**config.mk**
```make
export PLATFORM = sky130hd
export DESIGN_NAME = handshake_rx
export DESIGN_NICKNAME = d
export VERILOG_FILES = /design/src/rtl/handshake_pkg.sv /design/src/rtl/handshake_rx_channel.sv /design/src/rtl/handshake_rx.sv
export SDC_FILE = /design/constraint.sdc
export NUM_CORES = 1
export LEC_CHECK = 0
export BUFFER_PORTS_ARGS = -buffer_cell sky130_fd_sc_hd__buf_2
export CAP_MARGIN = 25
export CELL_PAD_IN_SITES_DETAIL_PLACEMENT = 0
export CELL_PAD_IN_SITES_GLOBAL_PLACEMENT = 1
export CORE_ASPECT_RATIO = 0.75
export CORE_MARGIN = 4
export CORE_UTILIZATION = 38
export CTS_CLUSTER_SIZE = 30
export DETAILED_ROUTE_END_ITERATION = 16
export PLACE_DENSITY_LB_ADDON = 0.1
export SLEW_MARGIN = 10
export SYNTH_ARGS = -nofsm -noshare
export SYNTH_HDL_FRONTEND = slang
export SYNTH_SLANG_ARGS = --single-unit
export TNS_END_PERCENT = 5
```
**constraint.sdc**
```tcl
create_clock -name i_clk -period 1.9 [get_ports i_clk]
set_clock_uncertainty 0.2 [all_clocks]
set_input_delay 0.285 -clock i_clk [delete_from_list [all_inputs] [get_ports i_clk]]
set_output_delay 0.285 -clock i_clk [all_outputs]
set_load 0.01 [all_outputs]
```
**src/rtl/handshake_pkg.sv**
```systemverilog
`default_nettype none
// ============================================================================
// handshake_pkg : shared FSM encoding and sync-depth limits for handshake_rx
// Revision      : 1.0
// ============================================================================
package handshake_pkg;

    typedef enum logic [0:0] {
        HS_IDLE = 1'b0,
        HS_ACK  = 1'b1
    } hs_state_e;

    localparam int c_default_sync_stages = 2;
    localparam int c_min_sync_stages     = 2;
    localparam int c_max_sync_stages     = 4;

endpackage
`default_nettype wire

```
**src/rtl/handshake_rx_channel.sv**
```systemverilog
`default_nettype none
// ============================================================================
// handshake_rx_channel : one four-phase req/ack receiver lane (sync, FSM, capture)
// Optional timeout watchdog enabled by HANDSHAKE_RX_TIMEOUT_EN
// Revision             : 1.0
// ============================================================================
module handshake_rx_channel
    import handshake_pkg::*;
#(
    parameter int               WIDTH          = 8,
    parameter int               SYNC_STAGES    = c_default_sync_stages,
    parameter logic [WIDTH-1:0] RESET_VALUE    = '0,
    parameter int               TIMEOUT_CYCLES = 1024
) (
    input  logic             i_clk,
    input  logic             i_rst,
    input  logic             i_req,
    input  logic [WIDTH-1:0] i_data,
    input  logic             i_hold,
    input  logic             i_clr_timeout,
    output logic             o_ack,
    output logic [WIDTH-1:0] o_data,
    output logic             o_valid,
    output logic             o_changed,
    output logic             o_timeout
);

    if (SYNC_STAGES < c_min_sync_stages || SYNC_STAGES > c_max_sync_stages) begin : g_bad_sync
        $error("handshake_rx_channel: SYNC_STAGES out of range");
    end
    if (TIMEOUT_CYCLES < 1) begin : g_bad_timeout
        $error("handshake_rx_channel: TIMEOUT_CYCLES must be at least 1");
    end

    logic [SYNC_STAGES-1:0] sync_q;
    hs_state_e              state_q, state_d;
    logic [WIDTH-1:0]       data_q, data_d;
    logic                   valid_q, valid_d;
    logic                   changed_q, changed_d;
    logic                   req_s;
    logic                   timeout_hit;

    assign req_s = sync_q[SYNC_STAGES-1];

    always_comb begin
        state_d   = state_q;
        data_d    = data_q;
        valid_d   = 1'b0;
        changed_d = 1'b0;
        case (state_q)
            HS_IDLE: begin
                if (req_s && !i_hold) begin
                    state_d   = HS_ACK;
                    data_d    = i_data;
                    valid_d   = 1'b1;
                    changed_d = (i_data != data_q);
                end
            end
            HS_ACK: begin
                if (!req_s || timeout_hit) begin
                    state_d = HS_IDLE;
                end
            end
            default: state_d = HS_IDLE;
        endcase
    end

    always_ff @(posedge i_clk or posedge i_rst) begin
        if (i_rst) begin
            sync_q    <= '0;
            state_q   <= HS_IDLE;
            data_q    <= RESET_VALUE;
            valid_q   <= 1'b0;
            changed_q <= 1'b0;
        end else begin
            sync_q    <= {sync_q[SYNC_STAGES-2:0], i_req};
            state_q   <= state_d;
            data_q    <= data_d;
            valid_q   <= valid_d;
            changed_q <= changed_d;
        end
    end

`ifdef HANDSHAKE_RX_TIMEOUT_EN
    localparam int             CW        = $clog2(TIMEOUT_CYCLES + 1);
    localparam logic [CW-1:0]  c_cnt_max = CW'(TIMEOUT_CYCLES);
    localparam logic [CW-1:0]  c_cnt_hit = CW'(TIMEOUT_CYCLES - 1);

    logic [CW-1:0] cnt_q, cnt_d;
    logic          timeout_q, timeout_d;

    // The count lands on TIMEOUT_CYCLES on the same edge that forces IDLE.
    assign timeout_hit = (state_q == HS_ACK) && (cnt_q == c_cnt_hit);

    always_comb begin
        cnt_d     = cnt_q;
        timeout_d = timeout_q;
        if (state_q == HS_IDLE) begin
            cnt_d = '0;
        end else if (cnt_q != c_cnt_max) begin
            cnt_d = cnt_q + CW'(1);
        end
        if (timeout_hit) begin
            timeout_d = 1'b1;
        end else if (i_clr_timeout) begin
            timeout_d = 1'b0;
        end
    end

    always_ff @(posedge i_clk or posedge i_rst) begin
        if (i_rst) begin
            cnt_q     <= '0;
            timeout_q <= 1'b0;
        end else begin
            cnt_q     <= cnt_d;
            timeout_q <= timeout_d;
        end
    end

    assign o_timeout = timeout_q;
`else
    logic unused_clr_timeout;
    assign unused_clr_timeout = i_clr_timeout;
    assign timeout_hit        = 1'b0;
    assign o_timeout          = 1'b0;
`endif

    assign o_ack     = (state_q == HS_ACK);
    assign o_data    = data_q;
    assign o_valid   = valid_q;
    assign o_changed = changed_q;

endmodule
`default_nettype wire

```
**src/rtl/handshake_rx.sv**
```systemverilog
`default_nettype none
// ============================================================================
// handshake_rx : NCH independent four-phase req/ack receivers into i_clk
// Optional per-channel timeout watchdog enabled by HANDSHAKE_RX_TIMEOUT_EN
// Revision     : 1.0
// ============================================================================
module handshake_rx
    import handshake_pkg::*;
#(
    parameter int               WIDTH          = 8,
    parameter int               NCH            = 4,
    parameter int               SYNC_STAGES    = c_default_sync_stages,
    parameter logic [WIDTH-1:0] RESET_VALUE    = '0,
    parameter int               TIMEOUT_CYCLES = 1024
) (
    input  logic                 i_clk,
    input  logic                 i_rst,
    input  logic [NCH-1:0]       i_req,
    input  logic [NCH*WIDTH-1:0] i_data,
    input  logic [NCH-1:0]       i_hold,
    output logic [NCH-1:0]       o_ack,
    output logic [NCH*WIDTH-1:0] o_data,
    output logic [NCH-1:0]       o_valid,
    output logic [NCH-1:0]       o_changed,
    output logic [NCH-1:0]       o_timeout,
    input  logic [NCH-1:0]       i_clr_timeout
);

    for (genvar c = 0; c < NCH; c++) begin : g_ch
        handshake_rx_channel #(
            .WIDTH          (WIDTH),
            .SYNC_STAGES    (SYNC_STAGES),
            .RESET_VALUE    (RESET_VALUE),
            .TIMEOUT_CYCLES (TIMEOUT_CYCLES)
        ) u_ch (
            .i_clk         (i_clk),
            .i_rst         (i_rst),
            .i_req         (i_req[c]),
            .i_data        (i_data[c*WIDTH +: WIDTH]),
            .i_hold        (i_hold[c]),
            .i_clr_timeout (i_clr_timeout[c]),
            .o_ack         (o_ack[c]),
            .o_data        (o_data[c*WIDTH +: WIDTH]),
            .o_valid       (o_valid[c]),
            .o_changed     (o_changed[c]),
            .o_timeout     (o_timeout[c])
        );
    end

endmodule
`default_nettype wire

```
==> results.sh <==
export IMPL_outcome="finished clean"
export IMPL_die_area_um2=7690
export IMPL_cts_hold_buf=9
export IMPL_p_clk_share_pct=20.8
export IMPL_final_common_cell="buf_2"
export IMPL_cts_setup_buffers=0
export IMPL_gp_congestion=0.678
export IMPL_core_um2=5980
export IMPL_hold_viol=0
export IMPL_whs_path_depth=2
export IMPL_slew_violations=0
export IMPL_ys_seq_elements=52
export IMPL_cap_violations=0
export IMPL_worst_slack_ns=0.227
export IMPL_post_drt_wl_per_cell_um=13.2
export IMPL_initial_core_util_pct=40.3
export IMPL_clkLatencyLatePin_ns=0.29
export IMPL_post_synth_inst_count=162
export IMPL_drt_initial_drc_count=23
export IMPL_cpMaxStageDelayCell="dlygate4sd3_1"
export IMPL_combPwrFrac_pct=26.5
export IMPL_powerDensity_nw_per_um2=886
export IMPL_num_rows=24
export IMPL_cts_htree_levels=2
export IMPL_critPathKind="in -> reg"
export IMPL_ys_seq_area_share_pct=54.0
export IMPL_diodes=0
export IMPL_dp_slack_ns=0.451
export IMPL_dp_hpwl_um=3160
export IMPL_crit_path_max_fanout=10
export IMPL_wl_um=4330
export IMPL_cts_repair_resized=0
export IMPL_clockBufferDepth=2
export IMPL_grt_max_degree=53
export IMPL_drt_drc_violations_left=0
export IMPL_root_buffer="clkbuf_8"
export IMPL_worstPathRequired_ns=1.88
export IMPL_avgSynthCellArea_um2=14.9
export IMPL_nFillCells=533
export IMPL_cts_made_buffers=5
export IMPL_final_cells=327
export IMPL_syn_area_um2=2410
export IMPL_path_cells="dlygate4sd3_1, buf_2, nor3b_2, buf_4, mux2_4"
export IMPL_die_x_um=100
export IMPL_chipHeight_um=77.0
export IMPL_first_pass_iters=4
export IMPL_dp_cells=313
export IMPL_rsz0062_at_grt="no"
export IMPL_clk_pin_slew_ns=0.08
export IMPL_r2r_cells=3
export IMPL_tns_ns=0
export IMPL_max_vdd_ir_drop_v=0.000418
export IMPL_ant_nets=0
export IMPL_avgViaCountPerCell=4.32
export IMPL_yosysWarnings=0
export IMPL_hold_path_class="in -> reg"
export IMPL_antenna_found_initial=0
export IMPL_critPathLaunchType="input port"
export IMPL_netSwitchingPower_mw=0.740
export IMPL_cts_tree="done"
export IMPL_first_global_vias=1494
export IMPL_timing_final_crit_share_pct=88.1
export IMPL_worstPathArrival_ns=1.66
export IMPL_overflow=0
export IMPL_worst_setup_path_end_kind="flop"
export IMPL_final_setup_viol_count=0
export IMPL_grt_first_pass_wirelength_um=7140
export IMPL_max_stage_delay_ns=0.53
export IMPL_p_sw_share_pct=28.0
export IMPL_final_cell_mix="buf_2, dfrtp_1, mux2_4, xor2_1, dlygate4sd3_1"
export IMPL_finalNetCount=297
export IMPL_grtUsageTotal_pct=11.6
export IMPL_seqPwrFrac_pct=52.7
export IMPL_layout_drive_gt1_share_pct=53.0
export IMPL_ios=94
export IMPL_fin_util_pct=50.0
export IMPL_power_internal_mw=1.91
export IMPL_portBuffers=85
export IMPL_fin_crit_ns=1.67
export IMPL_cellLeakagePower_nw=1.52
export IMPL_via_count=1413
export IMPL_area_growth_pct=24.0
export IMPL_clock_sinks=52
export IMPL_fmax_ghz=0.598
export IMPL_synth_cell_types=11
==> power by group through the flow <==
stage               Clock, mW  Combinational, mW  Sequential, mW
floorplan                   0              0.401            1.47
global placement            0              0.696            1.41
detailed placement          0              0.699            1.42
CTS                     0.594              0.716            1.40
global route            0.630              0.767            1.42
finish                  0.550              0.703            1.40
==> synth_stat cells (all sizes together) <==
library cell / n / area share, %
buf: 20 / 6.9
dfrtp: 52 / 54
nor3b: 4 / 2.1
conb: 1 / 0.16
xor2: 32 / 12
inv: 5 / 0.78
nor4: 8 / 2.1
a21boi: 8 / 2.5
mux2: 32 / 20
==> metal layers <==
layer	global-route usage [%]	vias to the layer above	wire (µm)	share of wire, %
met3	3.81	8	342	7.9
met1	15.7	662	2010	46
met2	17.5	50	1920	44
met5	0	-	0	0
li1	-	693	-	-
met4	4.09	0	54	1.2
==> per-stage QoR <==
step | power (mW) | area, µm² | hold WS, ns
3_5_place_dp | 2.11 | 2830 | 0.136
3_3_place_gp | 2.11 | 2830 | 0.132
2_1_floorplan | 1.87 | 2420 | 0.116
5_1_grt | 2.82 | 2990 | 0.0235
4_1_cts | 2.71 | 2990 | 0.0251
6_report | 2.65 | 2990 | 0.0434
==> logic make-up (layout without fill, tap and decap cells) <==
logic type      Yosys count  after routing  synth area share, %
buf+inv                  25            109                 7.63
mux                      32             32                 19.9
simple gates             12             12                 4.15
other cells               1              4                0.156
compound gates            8              8                 2.49
xor+xnor                 32             32                 11.6
flops                    52             52                 54.0
==> worst paths after layout <==
kind                                                      endpoint                             start  slack, ns
worst max-delay path            g_ch[3].u_ch.o_data[6]$_DFFE_PP0P_                         i_hold[3]       0.23
worst min-delay path            g_ch[0].u_ch.o_data[3]$_DFFE_PP0P_                         i_data[3]       0.04
worst max register to register  g_ch[0].u_ch.o_data[0]$_DFFE_PP0P_      g_ch[0].u_ch.o_ack$_DFF_PP0_       0.45
worst min register to register    g_ch[0].u_ch.sync_q[1]$_DFF_PP0_  g_ch[0].u_ch.sync_q[0]$_DFF_PP0_       0.14
max in group asynchronous       g_ch[1].u_ch.o_data[7]$_DFFE_PP0P_                             i_rst       0.88
min in group asynchronous       g_ch[0].u_ch.o_data[0]$_DFFE_PP0P_                             i_rst       0.38
==> final cells by class <==
cell class,instances,area [µm²],area share (%)
Clock buffer,5,68.8,2.30
Multi-Input combinational cell,88,936,31.3
Inverter,5,18.8,0.628
Sequential cell,52,1300,43.6
Tap cell,78,97.6,3.27
Timing Repair Buffer,99,566,18.9
==> registers in the layout, indices dropped and copies added (netlist names) <==
signal	count
g_ch.u_ch.o_ack	4
g_ch.u_ch.o_data	32
g_ch.u_ch.sync_q	8
g_ch.u_ch.o_valid	4
g_ch.u_ch.o_changed	4
==> worst max-delay path, delay by kind of cell <==
family | cells | cell delay (ns)
buf+inv | 3 | 0.89
simple gates | 1 | 0.16
mux | 1 | 0.32
No activity file was read; power rests on OpenSTA's default activity.
